**config.mk**
```make
export PLATFORM = sky130hd
export DESIGN_NAME = quadrature_encoder_emulator
export DESIGN_NICKNAME = d
export VERILOG_FILES = /design/src/rtl/quadrature_encoder_emulator.sv
export SDC_FILE = /design/constraint.sdc
export NUM_CORES = 1
export LEC_CHECK = 0
export BUFFER_PORTS_ARGS = -buffer_cell sky130_fd_sc_hd__buf_2
export CAP_MARGIN = 20
export CORE_ASPECT_RATIO = 2
export CORE_UTILIZATION = 35
export CTS_CLUSTER_SIZE = 25
export DETAILED_ROUTE_END_ITERATION = 12
export PLACE_DENSITY_LB_ADDON = 0.1
export SLEW_MARGIN = 20
export SYNTH_ARGS = -nofsm -noshare
export SYNTH_HDL_FRONTEND = slang
export SYNTH_SLANG_ARGS = --single-unit
```
**constraint.sdc**
```tcl
create_clock -name clk -period 4.9 [get_ports clk]
set_input_delay 0.49 -clock clk [delete_from_list [all_inputs] [get_ports clk]]
set_output_delay 0.49 -clock clk [all_outputs]
set_load 0.02 [all_outputs]
```
**src/rtl/quadrature_encoder_emulator.sv**
```systemverilog
// quadrature_encoder_emulator
//   Emits A/B quadrature edges for host-commanded relative moves at a
//   programmable edge rate. Host access is an Avalon-MM style slave.
//
//   Register map (address):
//     0  W: signed step command (starts a move while idle)
//        R: signed remaining steps
//     1  R/W: period in clocks per edge (writes below 2 store 2)
//     2  W: bit0 abort, bit1 clear overrun
//        R: {30'b0, overrun, busy}
//     3  R: signed position (net edges emitted)
//
//   Ports:
//     clk, reset        system clock, asynchronous active-high reset
//     address, write,   host write port (single-cycle strobe)
//     writedata
//     read, readdata    host read port; readdata is combinational from address
//     channel_a/b       registered quadrature outputs
//     busy              registered move-in-progress flag
//     channel_z         registered index pulse (only with QUAD_INDEX_PULSE_EN)
//
//   Build option: define QUAD_INDEX_PULSE_EN to add channel_z, high while
//   the low COUNTS_PER_REV_LOG2 bits of position are zero.

module quadrature_encoder_emulator #(
  parameter int CLOCK_FREQ_HZ       = 50_000_000,
  parameter int DEFAULT_PERIOD      = 1000,
  parameter int COUNTS_PER_REV_LOG2 = 12
) (
  input  logic        clk,
  input  logic        reset,
  input  logic [1:0]  address,
  input  logic        write,
  input  logic [31:0] writedata,
  input  logic        read,
  output logic [31:0] readdata,
  output logic        channel_a,
  output logic        channel_b,
  output logic        busy
`ifdef QUAD_INDEX_PULSE_EN
  ,
  output logic        channel_z
`endif
);

  if (CLOCK_FREQ_HZ < 1 || DEFAULT_PERIOD < 2 ||
      COUNTS_PER_REV_LOG2 < 1 || COUNTS_PER_REV_LOG2 > 31) begin : g_bad_parameters
    $error("quadrature_encoder_emulator: illegal parameter value");
  end

  typedef enum logic {IDLE, RUN} state_t;

  state_t      state, state_next;
  logic [31:0] period;
  logic [31:0] timer;
  logic [31:0] remaining;     // unsigned magnitude of steps still to emit
  logic [31:0] position;
  logic        dir_neg;
  logic        overrun;
  logic [1:0]  phase;

  logic        cmd_wr, period_wr, ctrl_wr, abort;
  logic        start, step_now;
  logic [1:0]  phase_next;
  logic [31:0] position_next;

  assign cmd_wr    = write && (address == 2'd0);
  assign period_wr = write && (address == 2'd1);
  assign ctrl_wr   = write && (address == 2'd2);
  assign abort     = ctrl_wr && writedata[0];

  assign phase_next    = dir_neg ? phase - 2'd1 : phase + 2'd1;
  assign position_next = dir_neg ? position - 32'd1 : position + 32'd1;

  always_comb begin
    state_next = state;
    start      = 1'b0;
    step_now   = 1'b0;
    unique case (state)
      IDLE: begin
        if (cmd_wr && (writedata != '0)) begin
          state_next = RUN;
          start      = 1'b1;
        end
      end
      RUN: begin
        step_now = (timer == '0);
        // A coincident abort still lets this cycle's edge out; it only ends the move.
        if ((step_now && (remaining == 32'd1)) || abort)
          state_next = IDLE;
      end
      default: state_next = IDLE;
    endcase
  end

  always_ff @(posedge clk or posedge reset) begin
    if (reset) begin
      state <= IDLE;
      busy  <= 1'b0;
    end else begin
      state <= state_next;
      busy  <= (state_next == RUN);
    end
  end

  always_ff @(posedge clk or posedge reset) begin
    if (reset) begin
      period    <= 32'(DEFAULT_PERIOD);
      timer     <= '0;
      remaining <= '0;
      position  <= '0;
      dir_neg   <= 1'b0;
      overrun   <= 1'b0;
      phase     <= '0;
      channel_a <= 1'b0;
      channel_b <= 1'b0;
`ifdef QUAD_INDEX_PULSE_EN
      channel_z <= 1'b0;
`endif
    end else begin
      if (start) begin
        dir_neg   <= writedata[31];
        // Magnitude taken as unsigned so -2^31 yields 2^31 steps.
        remaining <= writedata[31] ? -writedata : writedata;
        timer     <= period - 32'd1;
      end else if (state == RUN) begin
        if (step_now) begin
          phase     <= phase_next;
          // Gray mapping of phase 0..3 to AB 00,01,11,10.
          channel_a <= phase_next[1];
          channel_b <= ^phase_next;
          position  <= position_next;
          timer     <= period - 32'd1;
          remaining <= abort ? '0 : remaining - 32'd1;
`ifdef QUAD_INDEX_PULSE_EN
          channel_z <= (position_next[COUNTS_PER_REV_LOG2-1:0] == '0);
`endif
        end else begin
          timer <= timer - 32'd1;
          if (abort)
            remaining <= '0;
        end
      end

      if (period_wr)
        period <= (writedata < 32'd2) ? 32'd2 : writedata;

      if (ctrl_wr && writedata[1])
        overrun <= 1'b0;
      else if (cmd_wr && (state == RUN))
        overrun <= 1'b1;
    end
  end

  // readdata is driven only while read is asserted; zero otherwise.
  always_comb begin
    readdata = '0;
    if (read) begin
      unique case (address)
        2'd0:    readdata = dir_neg ? -remaining : remaining;
        2'd1:    readdata = period;
        2'd2:    readdata = {30'b0, overrun, busy};
        default: readdata = position;
      endcase
    end
  end

endmodule

```
== Word level (Yosys, flattened, before mapping) ==
Index checks and enable logic that the tools add are counted.
Word-level totals
  bits in registers: 135
  input bits: 38
  output and inout port bits: 35
  logic and storage cells: 65
Cells by class
  $add $sub $neg: 9
  order comparisons: 1
  equal/unequal tests: 3
  mux-type cells: 22
  bitwise gates (word level): 2
  reduce and logical (&&, ||, !) cells: 18
Operators by type and width (count)
  $mux W32: 13
  $sub A32 B1 Y32 const B: 4
  $pmux W32 S3: 1
  $neg A32 Y32: 2
  $add A32 B1 Y32 const B: 1
  $eq A32 B1 Y1 const B: 1
  $logic_not A32 Y1: 1
  $lt A32 B2 Y1 const B: 1
  $reduce_bool A32 Y1: 1
  $logic_and A1 B1 Y1: 8
  $mux W1: 6
  $reduce_bool A2 Y1: 2
  $reduce_and A3 Y1: 1
  $reduce_bool A3 Y1: 1
  $add A2 B1 Y2 const B: 1
  $eq A2 B1 Y1 const B: 1
  $eq A2 B2 Y1 const B: 1
  $logic_not A2 Y1: 1
  $mux W2: 1
  $not A1 Y1: 2
  $pmux W1 S2: 1
  $reduce_and A2 Y1: 1
  $reduce_xor A2 Y1: 1
  $sub A2 B1 Y2 const B: 1
  $logic_or A1 B1 Y1: 1

== Longest topological paths before layout ==
  depth in word-level cells: 7
  gate-level depth with buffers: 12
  depth with buffers taken out: 10

== Least setup slack after synthesis ==
Ideal clock, no wire load.
  kind: register to output
  from: register remaining[10]
  to: output port readdata[17]
  arrival time: 2.909 ns
  data required time: 4.410 ns
  path slack: 1.501 ns
  stages on the path, launching flop included: 9
  path buffers: 1
  path through: dfrtp_1 or4_1 clkbuf_1 or2_2 or3_1 nor3_1 o21ai_0 a311o_1 a21boi_0
On the way
  word-level cells in the longest chain between the ends: 4
Ends and longest elaborated chain
  from (decl): line 56  | logic [31:0] remaining;
  from (signal assigned): line 124  | remaining <= writedata[31] ? -writedata : writedata;
  from (signal assigned): line 134  | remaining <= abort ? '0 : remaining - 32'd1;
  $neg A32 Y32: line 160  | 2'd0: readdata = dir_neg ? -remaining : remaining;
  $mux W32: line 160
  $pmux W32 S3: line 159  | unique case (address)
  $mux W32: line 158  | if (read) begin
  to (decl): line 36  | output logic [31:0] readdata,
Every way passes these cells.

== Final worst setup path ==
  from: register remaining[8]
  to: output port readdata[31]
The elaborated chain is that of the path after synthesis.

==> impl_metrics.py <==
metrics = {
    "run_status": {
        "outcome": "complete, no violations",
    },
    "timing": {
        "hold_viol": 0,
        "clock_skew_ns": 0.0104,
        "rsz0062_at_grt": "no",
        "fin_crit_sh_pct": 88.5,
        "min_period_ns": 4.34,
        "slew_headroom_pct": 44.4,
        "setup_viol": 0,
        "tightestPinTransition_ns": 0.829,
        "fin_tns_setup_ns": 0,
        "clock.fmax_ghz": 0.230,
        "maxSlewViolCount": 0,
    },
    "pwr": {
        "peakVddDrop_mv": 0.279,
        "powerDensity_nw_per_um2": 452,
        "leakage_nw": 5.09,
    },
    "synth": {
        "synth_top_area_share_pct": 29.7,
        "ys_seq_area_share_pct": 31.2,
        "synth.avg_cell_area_um2": 8.03,
        "synth.distinct_cells": 78,
        "syn_area_um2": 10800,
        "synthMostInstantiatedCell": "o21ai_0",
        "synth.area.top_cells": "dfrtp_1 (30%), o21ai_0 (7.6%), xor2_1 (5.4%)",
        "synth.cells.most_frequent": "o21ai_0 (163), nand2_1 (151), dfrtp_1 (128), nor2_1 (95), a21oi_1 (86)",
        "yosysWarningCount": 0,
        "netlist_instances": 1342,
        "synth_edf_count": 0,
        "yosys_register_bits": 134,
        "synth_top_area_cell": "dfrtp_1",
        "synth_nets": 1418,
        "ys_async_sr_fraction_pct": 100,
        "ys.flop_type": "dfrtp_1",
    },
    "clocking": {
        "cts_tree": "built",
        "cts-htree-levels": 4,
        "insertion_delay_ns": 0.45,
        "cts_setup_buffers": 0,
        "cts_hold_buffers": 0,
        "clock-sinks": 134,
        "cts.path.max_buffers": 2,
        "cts.root.buffer_cell": "clkbuf_16",
        "clk_pin_slew_ns": 0.06,
        "numCtsBuffers": 17,
        "postCtsResizedCells": 0,
    },
    "placed_design": {
        "dp_hpwl_um": 29000,
        "place_inst": 1734,
        "gp_congestion": 0.923,
        "port_buffers": 72,
    },
    "worst_setup_path": {
        "r2r_slack_ns": 1.21,
        "critPathBufInv": 1,
        "crit_family": "simple AND/OR/NAND/NOR gates",
        "worst_setup_path_start_kind": "flop",
        "cpPeakStageDelay_ns": 0.67,
        "r2r_cells": 10,
        "required_ns": 4.41,
        "worst_setup_path_end_kind": "output port",
        "path_max_fanout": 12,
        "worstSetupPathType": "flop to output port",
        "critPathLaunch": "remaining[8]$_DFFE_PP0P_",
        "cp.arrival_ns": 3.85,
        "r2r_end": "position[28]$_DFFE_PP0P_",
        "path_cells": "or4_1 -> nor4_1 -> nand4_1 -> or3b_2 -> nand2_1 -> xor2_1 -> nor3_1 -> o21a_1 -> buf_2",
        "timing.rr.start": "dir_neg$_DFFE_PP0P_",
        "cpMaxStageDelayCell": "or4_1",
    },
    "cells_and_area": {
        "instances_no_fill": 1768,
        "regArea_um2": 3360,
        "nFillCells": 3137,
        "area_growth_pct": 13.1,
        "drive_above_1_share_pct": 14.7,
        "multi_input_comb_area_um2": 7000,
        "nNetsFinal": 1462,
    },
    "hold_path": {
        "hold_class": "input port to async pin",
    },
    "global_route": {
        "grt-ovfl-total": 0,
        "grt_usage_pct": 24.9,
        "grt_max_degree": 76,
        "grt_first_pass_wirelength_um": 59300,
        "grt_pass1_vias": 10011,
        "antenna_found_initial": 0,
    },
    "floorplan": {
        "initial_core_util_pct": 35.7,
        "die_y_um": 250,
        "rows": 90,
        "ios": 73,
        "die-area_um2": 31600,
        "coreArea_um2": 30200,
        "die_x_um": 126,
    },
    "detailed_routing": {
        "wl_per_cell_um": 21.6,
        "drt_iter0_markers": 629,
        "via_per_inst": 5.71,
        "totalWireLength_um": 38100,
        "vias": 10101,
        "ant_nets": 0,
        "drc": 0,
        "first_pass_iters": 5,
    },
    "job": {
        "drv_cap": 0,
    },
}
## per-layer routing
metal	share of wire (%)	global-route usage [%]	up-vias
met1	39	27.7	4897
met2	56	47.9	222
li1	-	-	4941
met4	2.4	8.64	0
met5	0	0	-
met3	3.1	2.67	41
## where the power goes
group	leakage [nW]	switching, mW	internal, mW
logic	3.06	1.39	0.834
registers	1.70	0.419	1.37
clock network	0.329	0.550	0.964
## worst max-delay path by stage
stage	to	cells past startpoint
5_1_grt	readdata[25]	9
3_3_place_gp	readdata[25]	9
2_1_floorplan	channel_a$_DFFE_PP0P_	1
6_report	readdata[31]	9
3_5_place_dp	readdata[31]	9
4_1_cts	readdata[31]	9
## final cells by class
type	count	share of cell area (%)
diodes	1	0.0205
clock buffers	18	3.60
clock inverters	14	1.89
inverters	34	1.09
multi-input cells	1099	57.4
flip-flops and latches	134	27.6
well taps	368	3.77
repair buffers	100	4.66
## placed cells by master, fill, tap and decap left out, types with 30 or more instances in the layout
master	instances
o21ai_0	162
nand2_1	150
dfrtp_1	127
nor2_1	95
a21oi_1	86
buf_2	73
xor2_1	66
nor3_1	49
xnor2_1	49
nand3_1	37
ha_1	37
inv_1	32
mux2_2	30
## worst reg2reg max path, stage by stage, from the launching register on
cell and delay (ns):
dfrtp_2 0.72, ha_1 0.41, o211ai_1 0.19, a21oi_1 0.07, o21ai_0 0.45, o221ai_1 0.21
buf_4 0.19, a311oi_1 0.73, o21bai_1 0.24, mux2i_1 0.21, o311ai_0 0.14
## logic make-up after synthesis
logic type	count (synthesis)	synth area share, %
buffers and inverters	109	4.06
flip-flops	134	31.2
adder cells (fa/ha/maj)	38	4.48
multiplexers	45	4.76
AO/OA/AOI/OAI	410	23.0
XOR/XNOR	115	9.34
AND/OR/NAND/NOR	491	23.2
## registers in the layout, summed over array words and instances (netlist names)
| name | flops |
|---|---|
| dir_neg | 1 |
| period | 32 |
| channel_a | 1 |
| remaining | 32 |
| timer | 32 |
| channel_b | 1 |
| overrun | 1 |
| phase | 1 |
| state | 1 |
| position | 32 |
## through the flow
stage	hold WS, ns	utilization, %	power (mW)	instance area [um^2]	worst slack [ns]
floorplan	0.450	-	3.22	10800	0.837
global placement	0.464	38.2	3.98	11500	1.13
detailed placement	0.486	38.2	4.00	11500	1.06
CTS	0.207	40.4	5.53	12200	0.549
global route	0.254	40.4	5.87	12200	0.303
finish	0.186	40.4	5.52	12200	0.561
(Power assumes the default switching activity.)
